### src/rtl/ex_muldiv_unit_if.sv
// EX-stage multiply/divide request/response bundle.
// MULDIV_MTHILO_EN adds the MTHI/MTLO write fields.
interface ex_muldiv_unit_if #(
    parameter int unsigned NB_DATA = 32,
    parameter int unsigned NB_OP   = 2
);
    logic               i_start;
    logic [NB_OP-1:0]   i_op;
    logic [NB_DATA-1:0] i_data_a;
    logic [NB_DATA-1:0] i_data_b;
    logic               i_hilo_read;
    logic               i_flush;
`ifdef MULDIV_MTHILO_EN
    logic               i_hi_we;
    logic               i_lo_we;
    logic [NB_DATA-1:0] i_wdata;
`endif
    logic               o_busy;
    logic               o_stall;
    logic               o_done;
    logic [NB_DATA-1:0] o_hi;
    logic [NB_DATA-1:0] o_lo;

    modport master (
`ifdef MULDIV_MTHILO_EN
        output i_hi_we, output i_lo_we, output i_wdata,
`endif
        output i_start, output i_op, output i_data_a, output i_data_b,
        output i_hilo_read, output i_flush,
        input  o_busy, input o_stall, input o_done, input o_hi, input o_lo
    );

    modport slave (
`ifdef MULDIV_MTHILO_EN
        input  i_hi_we, input i_lo_we, input i_wdata,
`endif
        input  i_start, input i_op, input i_data_a, input i_data_b,
        input  i_hilo_read, input i_flush,
        output o_busy, output o_stall, output o_done, output o_hi, output o_lo
    );
endinterface

### src/rtl/ex_muldiv_unit.sv
// Iterative MULT/MULTU/DIV/DIVU unit writing HI/LO, one bit per cycle.
// Define MULDIV_MTHILO_EN to enable direct MTHI/MTLO writes.
module ex_muldiv_unit #(
    parameter int unsigned NB_DATA = 32,
    parameter int unsigned NB_OP   = 2,
    parameter int unsigned NB_CNT  = 6
) (
    input logic             i_clock,
    input logic             i_reset,
    ex_muldiv_unit_if.slave mdu
);
    localparam logic [NB_CNT-1:0] LastCnt = NB_CNT'(NB_DATA - 1);

    typedef enum logic [1:0] {StIdle, StRun, StFix} state_e;

    state_e               state_q;
    logic [NB_CNT-1:0]    cnt_q;
    logic                 is_div_q, neg_q, rem_neg_q, dz_q, done_q;
    logic [NB_DATA-1:0]   b_q, hi_q, lo_q;
    logic [2*NB_DATA-1:0] acc_q;

    logic                 op_signed, op_div, a_neg, b_neg;
    logic [NB_DATA-1:0]   a_abs, b_abs;
    logic [NB_DATA:0]     mul_sum, div_diff;
    logic [2*NB_DATA-1:0] mul_next, div_next, prod;
    logic [NB_DATA-1:0]   quo, rem, fix_hi, fix_lo;

    assign op_signed = ~mdu.i_op[0];
    assign op_div    = mdu.i_op[1];
    assign a_neg     = op_signed & mdu.i_data_a[NB_DATA-1];
    assign b_neg     = op_signed & mdu.i_data_b[NB_DATA-1];
    assign a_abs     = a_neg ? -mdu.i_data_a : mdu.i_data_a;
    assign b_abs     = b_neg ? -mdu.i_data_b : mdu.i_data_b;

    // Multiply: acc = {partial product, remaining multiplier bits}, shifted right.
    assign mul_sum  = {1'b0, acc_q[2*NB_DATA-1:NB_DATA]} + (acc_q[0] ? {1'b0, b_q} : '0);
    assign mul_next = {mul_sum, acc_q[NB_DATA-1:1]};

    // Divide: acc = {remainder, dividend/quotient}, shifted left; keep trial only if no borrow.
    assign div_diff = acc_q[2*NB_DATA-1:NB_DATA-1] - {1'b0, b_q};
    assign div_next = div_diff[NB_DATA] ? {acc_q[2*NB_DATA-2:0], 1'b0}
                                        : {div_diff[NB_DATA-1:0], acc_q[NB_DATA-2:0], 1'b1};

    assign quo  = acc_q[NB_DATA-1:0];
    assign rem  = acc_q[2*NB_DATA-1:NB_DATA];
    assign prod = neg_q ? -acc_q : acc_q;

    always_comb begin
        fix_hi = prod[2*NB_DATA-1:NB_DATA];
        fix_lo = prod[NB_DATA-1:0];
        if (is_div_q) begin
            fix_lo = dz_q ? '1 : (neg_q ? -quo : quo);
            fix_hi = rem_neg_q ? -rem : rem;
        end
    end

    always_ff @(posedge i_clock or negedge i_reset) begin
        if (!i_reset) begin
            state_q   <= StIdle;
            cnt_q     <= '0;
            is_div_q  <= 1'b0;
            neg_q     <= 1'b0;
            rem_neg_q <= 1'b0;
            dz_q      <= 1'b0;
            done_q    <= 1'b0;
            b_q       <= '0;
            acc_q     <= '0;
            hi_q      <= '0;
            lo_q      <= '0;
        end else begin
            done_q <= 1'b0;
            case (state_q)
                StIdle: begin
`ifdef MULDIV_MTHILO_EN
                    if (mdu.i_hi_we) hi_q <= mdu.i_wdata;
                    if (mdu.i_lo_we) lo_q <= mdu.i_wdata;
`endif
                    if (mdu.i_start && !mdu.i_flush) begin
                        state_q   <= StRun;
                        cnt_q     <= '0;
                        is_div_q  <= op_div;
                        neg_q     <= a_neg ^ b_neg;
                        rem_neg_q <= op_div & a_neg;
                        dz_q      <= op_div & (mdu.i_data_b == '0);
                        b_q       <= b_abs;
                        acc_q     <= {{NB_DATA{1'b0}}, a_abs};
                    end
                end
                StRun: begin
                    if (mdu.i_flush) begin
                        state_q <= StIdle;
                    end else begin
                        acc_q <= is_div_q ? div_next : mul_next;
                        cnt_q <= cnt_q + 1'b1;
                        if (cnt_q == LastCnt) state_q <= StFix;
                    end
                end
                StFix: begin
                    state_q <= StIdle;
                    if (!mdu.i_flush) begin
                        hi_q   <= fix_hi;
                        lo_q   <= fix_lo;
                        done_q <= 1'b1;
                    end
                end
                default: state_q <= StIdle;
            endcase
        end
    end

    assign mdu.o_busy = (state_q != StIdle);
`ifdef MULDIV_MTHILO_EN
    assign mdu.o_stall = mdu.o_busy &
                         (mdu.i_start | mdu.i_hilo_read | mdu.i_hi_we | mdu.i_lo_we);
`else
    assign mdu.o_stall = mdu.o_busy & (mdu.i_start | mdu.i_hilo_read);
`endif
    assign mdu.o_done = done_q;
    assign mdu.o_hi   = hi_q;
    assign mdu.o_lo   = lo_q;
endmodule

### src/flat_wrapper.sv
// flat-port wrapper written by rule: the top's interface ports become plain ports
module ex_muldiv_unit_flat 
#(
    parameter int unsigned NB_DATA = 32,
    parameter int unsigned NB_OP   = 2,
    parameter int unsigned NB_CNT  = 6
)
  (i_clock, i_reset, mdu_i_start, mdu_i_op, mdu_i_data_a, mdu_i_data_b, mdu_i_hilo_read, mdu_i_flush, mdu_o_busy, mdu_o_stall, mdu_o_done, mdu_o_hi, mdu_o_lo);
  ex_muldiv_unit_if #(.NB_DATA(NB_DATA), .NB_OP(NB_OP)) mdu_i ();
  input logic i_clock;
  input logic i_reset;
  input wire logic [$bits(mdu_i.i_start)-1:0] mdu_i_start;
  input wire logic [$bits(mdu_i.i_op)-1:0] mdu_i_op;
  input wire logic [$bits(mdu_i.i_data_a)-1:0] mdu_i_data_a;
  input wire logic [$bits(mdu_i.i_data_b)-1:0] mdu_i_data_b;
  input wire logic [$bits(mdu_i.i_hilo_read)-1:0] mdu_i_hilo_read;
  input wire logic [$bits(mdu_i.i_flush)-1:0] mdu_i_flush;
  output wire logic [$bits(mdu_i.o_busy)-1:0] mdu_o_busy;
  output wire logic [$bits(mdu_i.o_stall)-1:0] mdu_o_stall;
  output wire logic [$bits(mdu_i.o_done)-1:0] mdu_o_done;
  output wire logic [$bits(mdu_i.o_hi)-1:0] mdu_o_hi;
  output wire logic [$bits(mdu_i.o_lo)-1:0] mdu_o_lo;
  assign mdu_i.i_start = mdu_i_start;
  assign mdu_i.i_op = mdu_i_op;
  assign mdu_i.i_data_a = mdu_i_data_a;
  assign mdu_i.i_data_b = mdu_i_data_b;
  assign mdu_i.i_hilo_read = mdu_i_hilo_read;
  assign mdu_i.i_flush = mdu_i_flush;
  assign mdu_o_busy = mdu_i.o_busy;
  assign mdu_o_stall = mdu_i.o_stall;
  assign mdu_o_done = mdu_i.o_done;
  assign mdu_o_hi = mdu_i.o_hi;
  assign mdu_o_lo = mdu_i.o_lo;
  ex_muldiv_unit #(.NB_DATA(NB_DATA), .NB_OP(NB_OP), .NB_CNT(NB_CNT)) u_core (.i_clock(i_clock), .i_reset(i_reset), .mdu(mdu_i));
endmodule
### config.mk
export PLATFORM = sky130hd
export DESIGN_NAME = ex_muldiv_unit_flat
export DESIGN_NICKNAME = d
export VERILOG_FILES = /design/src/rtl/ex_muldiv_unit_if.sv /design/src/rtl/ex_muldiv_unit.sv /design/src/flat_wrapper.sv
export SDC_FILE = /design/constraint.sdc
export NUM_CORES = 1
export LEC_CHECK = 0
export ABC_CLOCK_PERIOD_IN_PS = 10150
export CORE_MARGIN = 1
export CORE_UTILIZATION = 41
export DETAILED_ROUTE_END_ITERATION = 10
export PLACE_DENSITY = 0.68
export SLEW_MARGIN = 20
export SYNTH_ARGS = -nofsm -noshare
export SYNTH_HDL_FRONTEND = slang
export SYNTH_SLANG_ARGS = --single-unit
### constraint.sdc
create_clock -name i_clock -period 10.15 [get_ports i_clock]
set_input_delay 2.03 -clock i_clock [delete_from_list [all_inputs] [get_ports i_clock]]
set_output_delay 2.03 -clock i_clock [all_outputs]
set_load 0.1 [all_outputs]
**After elaboration in Yosys (flattened, before gate mapping)**

Cells that the tools add are included.

- Bits in registers: 173
- Latch bits: 0
- Memory bits (writable): 0
- Memory bits (read-only): 0
- Input bits: 71
- Output and inout bits: 67
- Memories: 0

- $add $sub $neg: 8
- Multipliers: 0
- Divide/modulo/power cells: 0
- Order comparisons: 0
- Equal/unequal tests: 6
- Shifts and indexed selects: 0
- Mux-type cells: 23
- Bitwise logic cells: 9
- Reduce and logical (&&, ||, !) cells: 10

Operators with widths:

| operator | count |
|---|---|
| $mux W64 | 5 |
| $mux W32 | 8 |
| $neg A32 Y32 | 4 |
| $pmux W64 S2 | 1 |
| $neg A64 Y64 | 1 |
| $add A32 B33 Y33 | 1 |
| $sub A33 B32 Y33 | 1 |
| $logic_not A32 Y1 | 1 |
| $mux W6 | 2 |
| $pmux W6 S2 | 1 |
| $add A6 B1 Y6 const B | 1 |
| $eq A6 B5 Y1 const B | 1 |
| $mux W2 | 3 |
| $reduce_and A2 Y1 | 3 |
| $and A1 B1 Y1 | 5 |
| $pmux W2 S2 | 1 |
| $reduce_bool A2 Y1 | 2 |
| $ne A3 B2 Y1 const B | 1 |
| $reduce_and A3 Y1 | 1 |
| $eq A2 B1 Y1 const B | 1 |
| $eq A2 B2 Y1 const B | 1 |
| $logic_not A2 Y1 | 1 |
| $mux W1 | 2 |
| $ne A2 B1 Y1 const B | 1 |
| 6 further kinds | 7 |

**Depth between registers and ports, before layout**

- Depth after elaboration: 5
- Gate-level depth with buffers: 15
- Gate-level depth less buffers: 14

**Worst setup path after synthesis**

Ideal clock, no wire load.

- Path kind: in2out
- Start: in mdu_i_start
- End: out mdu_o_stall
- Data arrival time: 2756 ps
- Setup slack: 5364 ps
- Stages: 1
- Cell sequence: o21a_1

- Cells in the longest elaborated chain, start to end: 2

Ends and longest elaborated chain:

| item | line | source |
|---|---|---|
| start, declared | flat_wrapper.sv:12 | `input wire logic [$bits(mdu_i.i_start)-1:0] mdu_i_start;` |
| $or A1 B1 Y1 | ex_muldiv_unit.sv:116 | `assign mdu.o_stall = mdu.o_busy & (mdu.i_start \| mdu.i_hilo_read);` |
| $and A1 B1 Y1 | ex_muldiv_unit.sv:116 |  |
| end, declared | flat_wrapper.sv:19 | `output wire logic [$bits(mdu_i.o_stall)-1:0] mdu_o_stall;` |

Every way passes these cells.

**Final worst setup path**

Same ends and word-level chain as after synthesis.

==> metrics.md <==
| Metric | Value |
|---|---|
| Status | finished clean |
| Startpoint types | input port |
| TNS Setup | 0 ns |
| Top_reg_cell synth | dfrtp_1 |
| Non-Filler Instances | 2,242 |
| Worst Path Buf+Inv | 2 |
| Synth area leaders | dfrtp_1, xor2_1, o21ai_0 |
| Sw frac | 48.45% |
| Setup violators final | 0 |
| Port Buffer Count | 137 |
| Synth Register Bits | 173 |
| Ys Warns | 0 |
| Initial Utilization | 41.63% |
| Remaining antenna violation count after routing | 0 |
| Syn Inst Count | 1,710 |
| Final number of max-transition violations | 0 |
| Die H | 183.8 um |
| Post-Place Cell Area | 15,260 um2 |
| Crit path time final | 5.926 ns |
| Crit path DAT | 3.90 ns |
| Slew @ Worst Pin | 1.039 ns |
| Root Buffer | clkbuf_16 |
| 1st-iter DRT viols | 1,089 |
| GP Congestion | 0.9615 |
| Die area | 33,770 um2 |
| Final Power | 3.914 mW |
| Top cell type by total area after synthesis | dfrtp_1 |
| PnR worst setup slack | 4.224 ns |
| Global-route wire length before repair | 64.74 mm |
| Sequential power share | 28.1% |
| Fmax | 168.7 MHz |
| Required time worst endpoint | 8.12 ns |
| Number of iterations in the first detailed-routing pass | 5 |
| Worst Setup Path Type | input port to output pin |
| FF-to-FF setup slack | 5.93 ns |
| RSZ-0062 raised after global routing | false |
| Seq/Total Area, Yosys | 31.96% |
| DRT Wirelength | 39.95 mm |
| IR drop worst, VDD | 0.0002147 V |
| Yosys cell types | 65 |
| Final Util | 48.85% |
| Synth top area share | 31.96% |
| Layout area overhead | 17.34% |
| Sw Pwr | 1.896 mW |
| Final Cell Area | 15,890 um2 |
| Mapped Nets | 1,852 |
| Most frequent cell after synthesis | nand2_1 |
| Postcts setup bufs | 0 |
| Hpwl dp | 29.92 mm |
| Worst slack at placement | 4.193 ns |
| I/O pin count | 138 |
| GRT overflow | 0 |
| Internal power | 2.018 mW |
| Fraction of registers with async set/reset | 100.0% |
| Met3 wire len | 2.697 mm |
| Antenna Diode Count | 0 |
| Post-cts hold buffer count | 0 |
| Crit path max-delay cell type | clkdlybuf4s50_1 |
| Vias per cell | 5.604 |
| Top Layer Used | met4 |
| CTS max path bufs | 2 |
| Via count | 12,565 |
| Tot GR Track Use | 24.29% |
| Final nets | 1,929 |
| Floorplan row count | 66 |
| Max-cap violations | 0 |
| Post-Synthesis Cell Area | 13,540 um2 |
| Mean Syn Cell Area | 7.921 um2 |
| Fraction of layout cells with a size suffix above 1 | 3.889% |
| Initial antenna violation count | 0 |
| Post_cts resized | 0 |
| Fin Hold WS | 0.4813 ns |
| Final period util | 58.39% |
| EDFF count, synth | 0 |
| Critical Path Most Common Cell | clkdlybuf4s50_1 |
| Vias in the first global route | 11,967 |
| CTS clk-pin slew, worst paths | 0.07 ns |
| Rel. slew slack | 30.60% |
| Setup Skew | 0.01608 ns |
| DRC | 0 |
| CP delay by family, top | buffers and inverters |
| Largest net degree at the start of global routing | 108 |
| Die width | 183.8 um |
| Core area | 32,540 um2 |
| Routed met1 length | 19.64 mm |
| CP Max Fanout | 3 |
| CTS buffer count | 17 |
| Clk pwr share | 17.5% |
| Clk_lat worst skew | 0.45 ns |
| H-tree depth | 4 |
| Critical path's largest stage delay | 1.17 ns |
| Metal2 WL | 16.98 mm |
| Top cells by count, synth | nand2_1, o21ai_0, dfrtp_1, a21oi_1, nor2_1 |
| Worst hold path type | flop to flop |
| WL/cell | 17.82 um |
| P_leak | 6.928 nW |
| Post-Place Cells | 2,209 |
| TritonCTS clock tree | built |
| PD cells | 246.3 nW/um2 |
| Crit path cell chain | clkdlybuf4s50_1 > o21a_1 > clkdlybuf4s50_1 |
| Kind of end point of the critical path | output pin |
| Clock sink total | 173 |
| Final hold vios | 0 |
| Combinational share of power | 54.4% |
## layout make-up
class | count | area (um2)
clock inverter | 15 | 180.2
sequential | 173 | 4330
timing repair buffer | 149 | 1478
fill | 3217 | 16640
multi-input combinational | 1387 | 8705
tap | 442 | 553.0
clock buffer | 17 | 425.4
inverter | 59 | 221.5
## per-layer routing
layer | global-route usage [%] | up-vias
met2 | 36.47 | 447
met1 | 36.38 | 5856
met4 | 6.167 | 0
met3 | 3.229 | 44
li1 | - | 6218
met5 | 0 | -
## kinds of logic after synthesis
| logic type | count (synthesis) | share of synthesized area (%) |
|---|---|---|
| DFF | 173 | 31.96 |
| xor gates and xnor gates | 181 | 11.70 |
| buffers and inverters | 150 | 4.166 |
| adders and majority gates | 71 | 6.670 |
| and+or+nand+nor | 544 | 18.53 |
| muxes | 42 | 3.113 |
| AOI/OAI and AO/OA | 549 | 23.85 |
## registers in the layout, summed over array words and instances, names as in the netlist, 2 cells and up
name and count:
u_core.mdu.o_lo 32, u_core.state_q 2, u_core.mdu.o_hi 32, u_core.b_q 32, u_core.cnt_q 6, u_core.acc_q 64
## cells in the final DEF (no fill, tap or decap), types with 25 or more instances in the layout
| cell type | netlist | final |
|---|---|---|
| inv_1 | 59 | 59 |
| a21oi_1 | 163 | 161 |
| mux2i_1 | 41 | 41 |
| o21ai_1 | 36 | 36 |
| xnor2_1 | 79 | 79 |
| xor2_1 | 102 | 101 |
| a21o_1 | 37 | 37 |
| clkdlybuf4s50_1 | 0 | 136 |
| nor2_1 | 156 | 153 |
| nand2_1 | 211 | 210 |
| ha_1 | 69 | 69 |
| dfrtp_1 | 173 | 172 |
| o21ai_0 | 178 | 178 |
| o31ai_1 | 25 | 25 |
## worst min-delay path: cells and delay by family (launching register included)
family,cells,cell delay [ns]
flops,1,0.35
simple gates,1,0.05
compound gates,1,0.06
## worst paths after layout
check / end / depth (start not counted) / startpoint
min in group asynchronous: u_core.acc_q[9] / 1 / i_reset
max in group asynchronous: u_core.mdu.o_lo[9] / 2 / i_reset
setup / recovery: mdu_o_stall / 3 / mdu_i_start
hold reg to reg: u_core.b_q[27] / 2 / u_core.b_q[27]
setup reg to reg: u_core.acc_q[63] / 14 / u_core.acc_q[0]
hold / removal: u_core.b_q[27] / 2 / u_core.b_q[27]
## power by group through the flow
stage                     sequential, mW  combinational (mW)  clock, mW
after CTS                           1.09                2.09      0.698
after floorplan                    0.963                1.63          0
after global routing                1.12                2.35      0.729
after detailed placement            1.10                2.07          0
final                               1.10                2.13      0.686
after global placement              1.10                2.06          0
Note: power is estimated with default switching activity, not from simulation.
